$ cat config.mk
export PLATFORM = sky130hd
export DESIGN_NAME = turn_signal_controller
export DESIGN_NICKNAME = d
export VERILOG_FILES = /design/src/rtl/car_defs.sv /design/src/rtl/input_debouncer.sv /design/src/rtl/turn_signal_controller.sv
export SDC_FILE = /design/constraint.sdc
export NUM_CORES = 1
export LEC_CHECK = 0
export BUFFER_PORTS_ARGS = -buffer_cell sky130_fd_sc_hd__buf_2
export CORE_MARGIN = 10
export CORE_UTILIZATION = 40
export CTS_CLUSTER_DIAMETER = 50
export DETAILED_ROUTE_END_ITERATION = 10
export GPL_TIMING_DRIVEN = 1
export PLACE_DENSITY = 0.65
export SYNTH_ARGS = -nofsm -noshare
export SYNTH_HDL_FRONTEND = slang
export SYNTH_SLANG_ARGS = --single-unit
$ cat constraint.sdc
create_clock -name clk -period 2.35 [get_ports clk]
set_clock_uncertainty 0.05 [all_clocks]
set_input_delay 0.1175 -clock clk [delete_from_list [all_inputs] [get_ports clk]]
set_output_delay 0.1175 -clock clk [all_outputs]
set_load 0.005 [all_outputs]
$ cat src/rtl/car_defs.sv
// rtl/car_defs.sv - shared vehicle turn-mode encodings
// Purpose: mode encodings reused by vehicle blocks, the typed mode enum,
//          and the lever/hazard priority resolver.
// Ports:   none (package)
package car_defs;

  localparam logic [1:0] TURN_IDLE   = 2'd0;
  localparam logic [1:0] TURN_LEFT   = 2'd1;
  localparam logic [1:0] TURN_RIGHT  = 2'd2;
  localparam logic [1:0] TURN_HAZARD = 2'd3;

  typedef enum logic [1:0] {
    MODE_IDLE   = TURN_IDLE,
    MODE_LEFT   = TURN_LEFT,
    MODE_RIGHT  = TURN_RIGHT,
    MODE_HAZARD = TURN_HAZARD
  } mode_t;

  // Hazard wins; a single lever selects its side; both levers is an
  // invalid combination and falls back to idle like no lever at all.
  function automatic mode_t resolve_mode(input logic hazard,
                                         input logic left,
                                         input logic right);
    mode_t m;
    m = MODE_IDLE;
    if (hazard)              m = MODE_HAZARD;
    else if (left && !right) m = MODE_LEFT;
    else if (right && !left) m = MODE_RIGHT;
    return m;
  endfunction

endpackage

$ cat src/rtl/input_debouncer.sv
// rtl/input_debouncer.sv - 2-flop synchroniser plus stability-count debouncer
// Purpose: conditions one raw asynchronous switch/button level.
// Ports:   clk  - system clock
//          rst  - synchronous active-high reset
//          din  - raw asynchronous level
//          dout - debounced level
module input_debouncer #(
  parameter int DEBOUNCE_CYCLES = 20000
) (
  input  logic clk,
  input  logic rst,
  input  logic din,
  output logic dout
);

  localparam int CW = $clog2(DEBOUNCE_CYCLES + 1);

  logic [1:0]    sync;
  logic [CW-1:0] count;

  always_ff @(posedge clk) begin
    if (rst) begin
      sync  <= 2'b00;
      count <= '0;
      dout  <= 1'b0;
    end else begin
      sync <= {sync[0], din};
      if (sync[1] == dout) begin
        count <= '0;
      end else if (count == CW'(DEBOUNCE_CYCLES - 1)) begin
        // This is the edge on which the disagreement count reaches its
        // terminal value, so the output follows now and the count restarts.
        dout  <= sync[1];
        count <= '0;
      end else begin
        count <= count + CW'(1);
      end
    end
  end

endmodule

$ cat src/rtl/turn_signal_controller.sv
// rtl/turn_signal_controller.sv - turn/hazard mode FSM with phase-aligned blinker
// Purpose: debounces the levers and hazard button, resolves the indicator
//          mode and drives the lamp outputs plus a click strobe.
// Ports:   clk           - system clock
//          rst           - synchronous active-high reset
//          sw_turn_left  - raw left lever level
//          sw_turn_right - raw right lever level
//          btn_hazard    - raw hazard push-button (press toggles hazard)
//          turn_left     - left lamp, registered
//          turn_right    - right lamp, registered
//          hazard_on     - hazard latch, registered
//          click         - one-cycle pulse on any lamp edge
module turn_signal_controller
  import car_defs::*;
#(
  parameter int BLINK_HALF_CYCLES = 500000,
  parameter int DEBOUNCE_CYCLES   = 20000
) (
  input  logic clk,
  input  logic rst,
  input  logic sw_turn_left,
  input  logic sw_turn_right,
  input  logic btn_hazard,
  output logic turn_left,
  output logic turn_right,
  output logic hazard_on,
  output logic click
);

  localparam int BW = $clog2(BLINK_HALF_CYCLES);

  logic db_left;
  logic db_right;
  logic db_hazard;

  input_debouncer #(.DEBOUNCE_CYCLES(DEBOUNCE_CYCLES)) u_db_left (
    .clk (clk),
    .rst (rst),
    .din (sw_turn_left),
    .dout(db_left)
  );

  input_debouncer #(.DEBOUNCE_CYCLES(DEBOUNCE_CYCLES)) u_db_right (
    .clk (clk),
    .rst (rst),
    .din (sw_turn_right),
    .dout(db_right)
  );

  input_debouncer #(.DEBOUNCE_CYCLES(DEBOUNCE_CYCLES)) u_db_hazard (
    .clk (clk),
    .rst (rst),
    .din (btn_hazard),
    .dout(db_hazard)
  );

  mode_t         mode;
  logic          phase;
  logic          btn_prev;
  logic [BW-1:0] blink_count;

  logic  hazard_next;
  mode_t mode_next;
  logic  lamp_left;
  logic  lamp_right;

  always_comb begin
    hazard_next = hazard_on ^ (db_hazard & ~btn_prev);
    // Mode follows the hazard value being latched this edge, so a press and
    // a lever change landing together resolve in a single transition.
    mode_next   = resolve_mode(hazard_next, db_left, db_right);
    lamp_left   = phase & ((mode == MODE_LEFT)  || (mode == MODE_HAZARD));
    lamp_right  = phase & ((mode == MODE_RIGHT) || (mode == MODE_HAZARD));
  end

  always_ff @(posedge clk) begin
    if (rst) begin
      mode        <= MODE_IDLE;
      phase       <= 1'b0;
      btn_prev    <= 1'b0;
      blink_count <= '0;
      hazard_on   <= 1'b0;
      turn_left   <= 1'b0;
      turn_right  <= 1'b0;
      click       <= 1'b0;
    end else begin
      btn_prev  <= db_hazard;
      hazard_on <= hazard_next;
      mode      <= mode_next;

      // Restart takes precedence over the wrap toggle so every new mode
      // begins with a full ON half-period.
      if (mode_next == MODE_IDLE) begin
        blink_count <= '0;
        phase       <= 1'b0;
      end else if (mode_next != mode) begin
        blink_count <= '0;
        phase       <= 1'b1;
      end else if (blink_count == BW'(BLINK_HALF_CYCLES - 1)) begin
        blink_count <= '0;
        phase       <= ~phase;
      end else begin
        blink_count <= blink_count + BW'(1);
      end

      turn_left  <= lamp_left;
      turn_right <= lamp_right;
      click      <= (lamp_left != turn_left) | (lamp_right != turn_right);
    end
  end

endmodule

=== Word level (Yosys, flattened, before mapping) ===
Cells that the tools add are included.

* Bits in registers: 81
* Input port bits: 5
* Output and inout bits: 4
* Word-level logic and storage cells: 65

* Add/subtract/negate cells: 4
* Eq/ne operators: 13
* Mux-type cells: 5
* Bitwise logic cells: 10
* Reductions and logical operators: 16

{| class="wikitable"
|+ Operators by type and width
! cell !! number
|-
| 15-bit by 1-bit adder with 15-bit output, second input constant || 3
|-
| 15-bit equality test, second input constant || 3
|-
| 19-bit by 1-bit adder with 19-bit output, second input constant || 1
|-
| 19-bit equality test, second input constant || 1
|-
| 3-bit OR reduction || 3
|-
| 2-bit 2-to-1 mux || 3
|-
| 2-bit AND reduction || 3
|-
| 1-bit NOT || 5
|-
| 2-bit equality test, second input constant || 2
|-
| 4-bit OR reduction || 1
|-
| 1-bit bitwise AND || 3
|-
| 1-bit equality test || 3
|-
| 2-bit by 1-bit equality test with 1-bit output, second input constant || 1
|-
| 1-bit logical AND || 2
|-
| 1-bit zero test || 2
|-
| 2-bit zero test || 1
|-
| 1-bit logical OR || 2
|-
| 1-bit 2-to-1 mux || 2
|-
| 1-bit inequality test || 2
|-
| 2-bit inequality test || 1
|-
| 2-bit nonzero test || 1
|-
| 2-bit OR reduction || 1
|-
| 1-bit bitwise OR || 1
|-
| 1-bit XOR || 1
|}

=== Longest topological paths before layout ===
Gate-level depths: netlist of the first run.

* Depth after elaboration: 7
* Mapped depth: 7
* Depth with buffers taken out: 6

=== Modules after synthesis ===
A second synthesis of the first run with hierarchy kept.

* Cells, all modules: 371
* Area, all modules: 3727.3 sq um

{| class="wikitable"
|+ By module, submodules not included
! module !! instances !! cells each !! area an instance (sq um) !! seq. area each (sq um)
|-
| input_debouncer || 3 || 80 || 845.8 || 360.3
|-
| turn_signal_controller || 1 || 131 || 1189.9 || 540.5
|}

=== Worst setup path after synthesis of the first run ===
Ideal clock, no wire load.

* Kind: register to register
* From: register blink_count[12]
* To: register blink_count[2]
* Library setup time: 0.115 ns
* Data arrival time: 1.476 ns
* Data required time: 2.185 ns
* Setup slack: 0.710 ns
* Stages on the path, launching flop included: 7
* Path buffers: 1
* Clock period less this slack: 1.640 ns
* Path through: dfxtp_1 > or4_1 > nor2_1 > nand4_2 > o211ai_4 > buf_6 > nor2_1

* Word-level cells in the longest chain between the ends: 2

{| class="wikitable"
|+ RTL lines
! item !! line !! source
|-
| from (decl) || turn_signal_controller.sv:60 || <nowiki>logic [BW-1:0] blink_count;</nowiki>
|-
| from (signal assigned) || turn_signal_controller.sv:103 || <nowiki>blink_count <= blink_count + BW'(1);</nowiki>
|-
| 19-bit equality test || turn_signal_controller.sv:99 || <nowiki>end else if (blink_count == BW'(BLINK_HALF_CYCLES - 1)) begin</nowiki>
|-
| 4-bit OR reduction (no line) || -- ||
|}

No other way between the ends.
A chain may end at the register's enable or synchronous reset.

=== Worst setup path in the final report of the first run ===
* From: register mode[0]
* To: register blink_count[9]

* Word-level cells in the longest chain between the ends: 2

{| class="wikitable"
|+ RTL lines
! item !! line !! source
|-
| from (decl) || turn_signal_controller.sv:57 || <nowiki>mode_t mode;</nowiki>
|-
| from (signal assigned) || turn_signal_controller.sv:89 || <nowiki>mode <= mode_next;</nowiki>
|-
| 2-bit inequality test || turn_signal_controller.sv:96 || <nowiki>end else if (mode_next != mode) begin</nowiki>
|-
| 4-bit OR reduction (no line) || -- ||
|}

No other way between the ends.

==> results_dict.tcl, run 1 <==
set metrics [dict create \
    status "completed" \
    start_kind "flop" \
    synth_most_common_cell "nor2_1" \
    max_stage_delay_ps 490 \
    cts_sinks 81 \
    wl_mm 5.50 \
    die_height_um 112 \
    drv_cap 0 \
    place_inst 481 \
    place_hpwl_mm 3.80 \
    io_buffer_count 8 \
    syn_area_um2 3370 \
    nets 399 \
    clk_pin_slew_worst_paths_ps 80 \
    ys_seq_area_share_pct 48.1 \
    hold_path.class "input port to flop" \
    drt-initial-drc-count 83 \
    reg2reg_from "mode[0]$_SDFF_PP0_" \
    antenna_found_initial 0 \
    startpoint "mode[0]$_SDFF_PP0_" \
    min-delay-start "rst" \
    synth.area.top_cells "dfxtp_1 48%, nor2_1 9.4%, xor2_1 8.6%" \
    path_max_fanout 19 \
    post_cts_buffers 0 \
    fin_setup_tns_ps 0 \
    critical-path-top-delay-family "compound AO/OA/AOI/OAI gates" \
    routabilityCongestion 0.770 \
    initial_utilization_pct 41.0 \
    cts_hold_buf 3 \
    async_flop_share_pct 0 \
    vias 2432 \
    crit_required_ps 2520 \
    grt_pass1_wl_mm 9.69 \
    grt-ovfl-total 0 \
    ys.warnings.count 0 \
    critPathArrivalTime_ps 2000 \
    fin_cells 500 \
    synth.avg_cell_area_um2 8.97 \
    cts_tree "yes" \
    synthFlopType "dfxtp_1" \
    grt_max_degree 22 \
    synth.net_count 385 \
    grt_pass1_vias 2254 \
    p_leak_nw 1.26 \
    synthToLayoutAreaGrowth_pct 11.5 \
    drc 0 \
    p_per_area_nw_per_um2 676 \
    rsz0062_at_grt "false" \
    diodes 0 \
    core_area_um2 8220 \
    clk_latency_ps 350 \
    end_kind "flop" \
    avgRoutedWirePerCell_um 11.0 \
    hold_violations 0 \
    root_buffer "clkbuf_8" \
    tightestPinTransition_ps 551 \
    vdd_drop_max_uv 273 \
    synth_top_area_share_pct 48.1 \
    crit_chain "xnor2_1 > nor3b_1 > o31a_2 > o211ai_4 > nor2_1" \
    fmax_ghz 0.546 \
    drv_slew 0 \
    vias_per_cell 4.86 \
    cts_buffers 9 \
    drive_gt1_share_pct 7.59 \
    slew_headroom_pct 63.1 \
    ys_types 37 \
    drtAntennaViolNets 0 \
    clk_path_buf_depth 2 \
    fin_crit_ps 1830 \
    reg2reg_depth 5 \
    critPathKind "flop to flop" \
    h-tree-depth 3 \
    syn_inst 376 \
    fp-row-count 33 \
    pin_count 9 \
    setup_viol 0 \
    design.die.area_um2 12500 \
    cp_slowest_cell "o211ai_4" \
    ctsResizeCount 0 \
    post-route-period-util_pct 77.9 \
    drtPass1Iterations 4 \
    synth_edf_count 0 \
    hold_depth 2 \
    crit_cells 5 \
    critPathBufInv 0 \
    die_w_um 112 \
    netlist.top_cell.by_area "dfxtp_1" \
    synth-seq-cells 81 \
    grt_usage_pct 9.03 \
    synth_commonest_cells "84 x nor2_1, 81 x dfxtp_1, 33 x xor2_1, 30 x xnor2_1, 26 x nand2_1" \
]
power breakdown:
part	switching (mW)	leakage [nW]	total, mW	internal (mW)
logic	0.0146	0.495	0.0258	0.0112
registers	0.00319	0.654	1.38	1.38
clock network	0.505	0.113	1.14	0.631
final cells by class:
class	instances	area, µm²
clock buffer	10	138
multi-input combinational	280	1680
sequential	81	1620
inverter	7	26.3
fill	789	4460
tap	105	131
clock inverter	6	90.1
timing repair buffer	11	70.1
state kept, by name, indices dropped and copies added, names as in the netlist, 2 cells and up:
register and count:
u_db_hazard.count 15, u_db_hazard.sync 2, u_db_left.count 15, mode 2, u_db_right.sync 2, blink_count 19, u_db_right.count 15, u_db_left.sync 2
metrics by stage:
step | setup WS, ps | hold slack [ps] | area [µm²] | power, mW | utilization, %
finish | 519 | 106 | 3760 | 2.54 | 45.8
global route | 343 | 126 | 3760 | 2.63 | 45.8
CTS | 503 | 104 | 3760 | 2.58 | 45.8
detailed placement | 516 | 287 | 3500 | 1.44 | 42.6
global placement | 538 | 280 | 3500 | 1.44 | 42.6
floorplan | 710 | 196 | 3370 | 1.43 | -
kinds of logic after synthesis:
| logic type | Yosys count | share of synthesized area (%) |
|---|---|---|
| buffers and inverters | 15 | 1.97 |
| multiplexers | 3 | 0.891 |
| AO/OA/AOI/OAI | 9 | 2.19 |
| flip-flops | 81 | 48.1 |
| adder cells (fa/ha/maj) | 4 | 1.48 |
| AND/OR/NAND/NOR | 201 | 29.0 |
| XOR/XNOR | 63 | 16.4 |
worst paths after layout:
check | to | slack (ps)
worst max-delay path | blink_count[9]$_SDFF_PP0_ | 520
worst min-delay path | u_db_hazard.dout$_SDFFE_PP0P_ | 110
worst max register to register | blink_count[9]$_SDFF_PP0_ | 520
worst min register to register | u_db_left.sync[1]$_SDFF_PP0_ | 390
metal layers:
layer	vias up	GRT usage, %	wire length [µm]
li1	1279	-	-
met1	1125	10.3	2650
met2	21	14.7	2590
met3	7	3.70	191
met4	0	3.43	61
met5	-	0	0
placed cells by master, fill, tap and decap left out, types with 2 or more instances in the layout:
cell            n
nor2_1         84
dfxtp_1        81
xor2_1         33
xnor2_1        30
nand2_1        26
nand3_1        21
nor3_1         13
nand4_1        13
clkbuf_8       10
and3_1          9
nor2b_1         9
buf_2           8
inv_1           7
nor4_1          4
nor4b_1         4
ha_1            4
nor3b_1         3
nand2b_1        3
mux2i_1         3
dlygate4sd3_1   3
a21oi_1         2
and4_1          2
and3b_1         2
o21ai_0         2
bufinv_16       2
No activity file was read; power rests on OpenSTA's default activity.
==> run 2: changes to the inputs <==
==> constraint.sdc (replaced) <==
create_clock -name clk -period 1.7 [get_ports clk]
set_clock_uncertainty 0.05 [all_clocks]
set_input_delay 0.085 -clock clk [delete_from_list [all_inputs] [get_ports clk]]
set_output_delay 0.085 -clock clk [all_outputs]
set_load 0.005 [all_outputs]
==> results_dict.tcl, run 2 (synthesis results as in run 1) <==
set metrics [dict create \
    status "completed" \
    diodes 0 \
    holdWs_ps 13.6 \
    seqCellArea_um2 1630 \
    reg2reg_depth 6 \
    p_total_mw 3.65 \
    grt-ovfl-total 0 \
    p_seq_share_pct 52.3 \
    grt_pass1_wl_mm 11.0 \
    critPathKind "flop to flop" \
    grt_usage_pct 10.1 \
    largest_register_ffs 19 \
    design.die.area_um2 12500 \
    vias_per_cell 4.84 \
    root_buffer "clkbuf_8" \
    clk_pin_slew_worst_paths_ps 80 \
    swShare_pct 19.0 \
    critPathArrivalTime_ps 1890 \
    hold_path.class "input port to flop" \
    final_cell_mix "82 x nor2_1, 76 x dfxtp_1, 33 x xor2_1, 29 x xnor2_1, 26 x nand2_1" \
    min_to "u_db_right.sync[1]$_SDFF_PP0_" \
    die_w_um 112 \
    rsz0062_at_grt "true" \
    start_kind "flop" \
    drive_gt1_share_pct 15.7 \
    cts_buffers 9 \
    vias 2541 \
    reg2reg_slack_ps 7 \
    layout_commonest_cell "nor2_1" \
    min-delay-start "rst" \
    initial_utilization_pct 41.0 \
    crit_required_ps 1900 \
    pin_count 9 \
    cts_tree "yes" \
    clk_latency_ps 350 \
    cts_sinks 81 \
    grt_max_degree 20 \
    antenna_found_initial 0 \
    slew_headroom_pct 72.7 \
    die_height_um 112 \
    avgRoutedWirePerCell_um 11.7 \
    drv_slew 0 \
    drt-initial-drc-count 74 \
    fin_ws_ps 7.49 \
    place_hpwl_mm 4.20 \
    reg2reg_from "blink_count[11]$_SDFF_PP0_" \
    vdd_drop_max_uv 597 \
    fillers 778 \
    tightestPinTransition_ps 406 \
    top_register "blink_count" \
    comb_power_share_pct 1.3 \
    p_leak_nw 1.44 \
    drc 0 \
    end_kind "flop" \
    hold_violations 0 \
    post-route-period-util_pct 99.6 \
    hold_depth 2 \
    drv_cap 0 \
    dpl_worst_slack_ps -85.3 \
    p_int_mw 2.95 \
    fin_crit_ps 1690 \
    multi_input_area_um2 1770 \
    power_frac_clock_pct 46.3 \
    rr_endpoint "blink_count[2]$_SDFF_PP0_" \
    routabilityCongestion 0.807 \
    drtAntennaViolNets 0 \
    core_area_um2 8220 \
    path_max_fanout 5 \
    power.switching_mw 0.693 \
    drtPass1Iterations 5 \
    p_per_area_nw_per_um2 888 \
    io_buffer_count 8 \
    setup_viol 0 \
    synthToLayoutAreaGrowth_pct 21.7 \
    clk_path_buf_depth 2 \
    h-tree-depth 3 \
    grt_pass1_vias 2504 \
    nets 424 \
    wl_mm 6.15 \
    fmax_ghz 0.591 \
    fp-row-count 33 \
]
==> run 2: cell types whose count changed in the layout (fill, tap and decap cells not counted), sizes merged <==
cell	previous run	this run
clkinvlp	1	0
dlygate4sd3	3	5
clkinv	2	0
bufinv	2	3
buf	8	30
clkbuf	10	13
==> run 2: final cells by class <==
type / count / area share [%]
flip-flops and latches: 81 / 39.7
multi-input cells: 280 / 43.0
inverters: 7 / 0.640
repair buffers: 36 / 7.53
clock inverters: 4 / 2.41
well taps: 105 / 3.20
clock buffers: 12 / 3.54
==> run 2: how the worst max path moves through the flow <==
| stage | end | cells after the start | startpoint |
|---|---|---|---|
| 2_1_floorplan | blink_count[7]$_SDFF_PP0_ | 6 | blink_count[12]$_SDFF_PP0_ |
| 3_3_place_gp | blink_count[8]$_SDFF_PP0_ | 5 | u_db_right.dout$_SDFFE_PP0P_ |
| 3_5_place_dp | blink_count[2]$_SDFF_PP0_ | 5 | u_db_right.dout$_SDFFE_PP0P_ |
| 4_1_cts | blink_count[16]$_SDFF_PP0_ | 6 | blink_count[10]$_SDFF_PP0_ |
| 5_1_grt | blink_count[2]$_SDFF_PP0_ | 5 | mode[1]$_SDFF_PP0_ |
| 6_report | blink_count[2]$_SDFF_PP0_ | 6 | blink_count[11]$_SDFF_PP0_ |
==> run 2: per-layer routing <==
layer | routed length [µm] | global-route usage (%) | up-vias
li1 | - | - | 1330
met1 | 3010 | 12.3 | 1175
met2 | 2880 | 16.1 | 25
met3 | 123 | 2.31 | 11
met4 | 133 | 5.57 | 0
met5 | 0 | 0 | -
==> run 2: per-stage QoR <==
step | instance area (µm²) | utilization (%) | cells | TNS (ps)
floorplan | 3370 | - | 376 | 0
global placement | 3660 | 44.5 | 500 | -276
detailed placement | 3660 | 44.5 | 500 | -1350
CTS | 3980 | 48.4 | 522 | 0
global route | 4100 | 49.9 | 525 | -464
finish | 4100 | 49.9 | 525 | 0
==> run 2: timing repair <==
item                       4_1_cts  5_1_grt
setup buffers                    1        1
setup endpoints to repair       19       23
pin swaps                        1        4
hold endpoints to repair         3        0
hold buffers                     5        0
gates cloned                     0        2
gates resized for setup          1       19
==> run 2: power groups by stage <==
stage / sequential (mW) / clock [mW] / combinational (mW)
floorplan: 1.95 / 0 / 0.0222
global placement: 1.95 / 0 / 0.0407
finish: 1.91 / 1.69 / 0.0491
detailed placement: 1.95 / 0 / 0.0410
CTS: 1.91 / 1.75 / 0.0499
global route: 1.91 / 1.82 / 0.0548
==> run 2: worst max-delay path: stages (launching register included) <==
cell and delay, ps:
dfxtp_2 330, or4_4 540, nor2_4 110, nand4_4 120
o211ai_4 180, clkbuf_16 210, nor2_1 40
==> run 3: changes to the inputs <==
--- a/config.mk
+++ b/config.mk
@@ -8,6 +8,7 @@
 export BUFFER_PORTS_ARGS = -buffer_cell sky130_fd_sc_hd__buf_2
 export CORE_MARGIN = 10
 export CORE_UTILIZATION = 40
+export CTS_BUF_LIST = sky130_fd_sc_hd__clkbuf_4 sky130_fd_sc_hd__clkbuf_8
 export CTS_CLUSTER_DIAMETER = 50
 export DETAILED_ROUTE_END_ITERATION = 10
 export GPL_TIMING_DRIVEN = 1
==> results_dict.tcl, run 3 (synthesis results as in run 1) <==
set metrics [dict create \
    cts_buffers 9 \
    h-tree-depth 3 \
    synthToLayoutAreaGrowth_pct 21.9 \
    drive_gt1_share_pct 16.2 \
    slew_headroom_pct 74.0 \
    grt_pass1_wl_mm 11.0 \
    rsz0062_at_grt "true" \
    drc 0 \
    p_per_area_nw_per_um2 895 \
    vdd_drop_max_uv 598 \
    die_w_um 112 \
    top_register "blink_count" \
    hold_path.class "input port to flop" \
    place_hpwl_mm 4.20 \
    clk_latency_ps 350 \
    start_kind "flop" \
    p_total_mw 3.68 \
    fp-row-count 33 \
    grt_max_degree 20 \
    root_buffer "clkbuf_8" \
    fmax_ghz 0.591 \
    fin_crit_ps 1690 \
    max_stage_delay_ps 540 \
    core_area_um2 8220 \
    cts_sinks 81 \
    end_kind "flop" \
    cts_tree "yes" \
    path_max_fanout 5 \
    grt_usage_pct 10.1 \
    fin_util_pct 50.0 \
    largest_register_ffs 19 \
    drt-met1-wl_mm 2.99 \
    post-route-period-util_pct 99.5 \
    wl_mm 6.11 \
    io_buffer_count 8 \
    top_layer_used "met4" \
    layout_commonest_cell "nor2_1" \
    drv_slew 0 \
    p_leak_nw 1.44 \
    avgRoutedWirePerCell_um 11.6 \
    dr_wl_met3_um 133 \
    initial_utilization_pct 41.0 \
    antenna_found_initial 0 \
    drtPass1Iterations 4 \
    clk_path_buf_depth 2 \
    grt_pass1_vias 2506 \
    pin_count 9 \
    final_cell_mix "82 x nor2_1, 76 x dfxtp_1, 33 x xor2_1, 29 x xnor2_1, 26 x nand2_1" \
    cp_slowest_cell "or4_4" \
    vias 2548 \
    nets 424 \
    setup_viol 0 \
    routabilityCongestion 0.807 \
    drtAntennaViolNets 0 \
    diodes 0 \
    design.die.area_um2 12500 \
    die_height_um 112 \
    wl_met2_mm 2.85 \
    drt-initial-drc-count 76 \
    vias_per_cell 4.85 \
    crit_chain "or4_4 > nor2_4 > nand4_4 > o211ai_4 > clkbuf_16 > nor2_1" \
    grt-ovfl-total 0 \
    critPathKind "flop to flop" \
    status "completed" \
    clk_pin_slew_worst_paths_ps 80 \
    hold_violations 0 \
    tightestPinTransition_ps 389 \
    drv_cap 0 \
    critPathArrivalTime_ps 1890 \
    crit_required_ps 1900 \
]
[run 3: worst max-delay path: cells and delay by family (launching register included)]
kind                   cells  cell delay [ps]
AO/OA/AOI/OAI              1              180
AND/OR/NAND/NOR            4              810
buffers and inverters      1              210
flip-flops                 1              330
[run 3: final timing paths]
check,startpoint,to,slack [ps],cells after the start
setup / recovery,blink_count[11]$_SDFF_PP0_,blink_count[2]$_SDFF_PP0_,8,6
hold / removal,rst,u_db_right.sync[1]$_SDFF_PP0_,10,2
setup reg to reg,blink_count[11]$_SDFF_PP0_,blink_count[2]$_SDFF_PP0_,8,6
hold reg to reg,u_db_right.sync[0]$_SDFF_PP0_,u_db_right.sync[1]$_SDFF_PP0_,400,1
[run 3: final cells by class]
cell class	instances	area, µm²
Multi-Input combinational cell	280	1770
Inverter	7	26.3
Clock buffer	12	153
Timing Repair Buffer	36	309
Sequential cell	81	1630
Tap cell	105	131
Clock inverter	4	98.8
Fill cell	777	4110
[run 3: per-stage QoR]
step	setup TNS, ps	setup slack (ps)	hold WS, ps	instances	cell area [µm²]
after floorplan	0	59.8	163	376	3370
after global placement	-276	-21.3	260	500	3660
after detailed placement	-1350	-85.3	253	500	3660
after CTS	0	20.4	3.77	522	3990
after global routing	-462	-42.2	31.2	525	4110
final	0	8.29	13.1	525	4110
[run 3: metal layers]
layer | track usage, % | vias up
li1 | - | 1329
met1 | 12.2 | 1181
met2 | 16.0 | 27
met3 | 2.31 | 11
met4 | 5.57 | 0
met5 | 0 | -
[run 3: power by group]
part           leakage, nW  switching (mW)  internal (mW)
sequential           0.656         0.00451           1.90
combinational        0.659          0.0228         0.0261
clock                0.128           0.666           1.05
[run 3: what timing repair did]
item	in CTS	in global routing
pin swaps	1	4
gates resized for setup	1	19
setup buffers	1	1
cloned	0	2
hold buffers	5	0
endpoints found under the setup margin	19	23
endpoints found under the hold margin	3	0
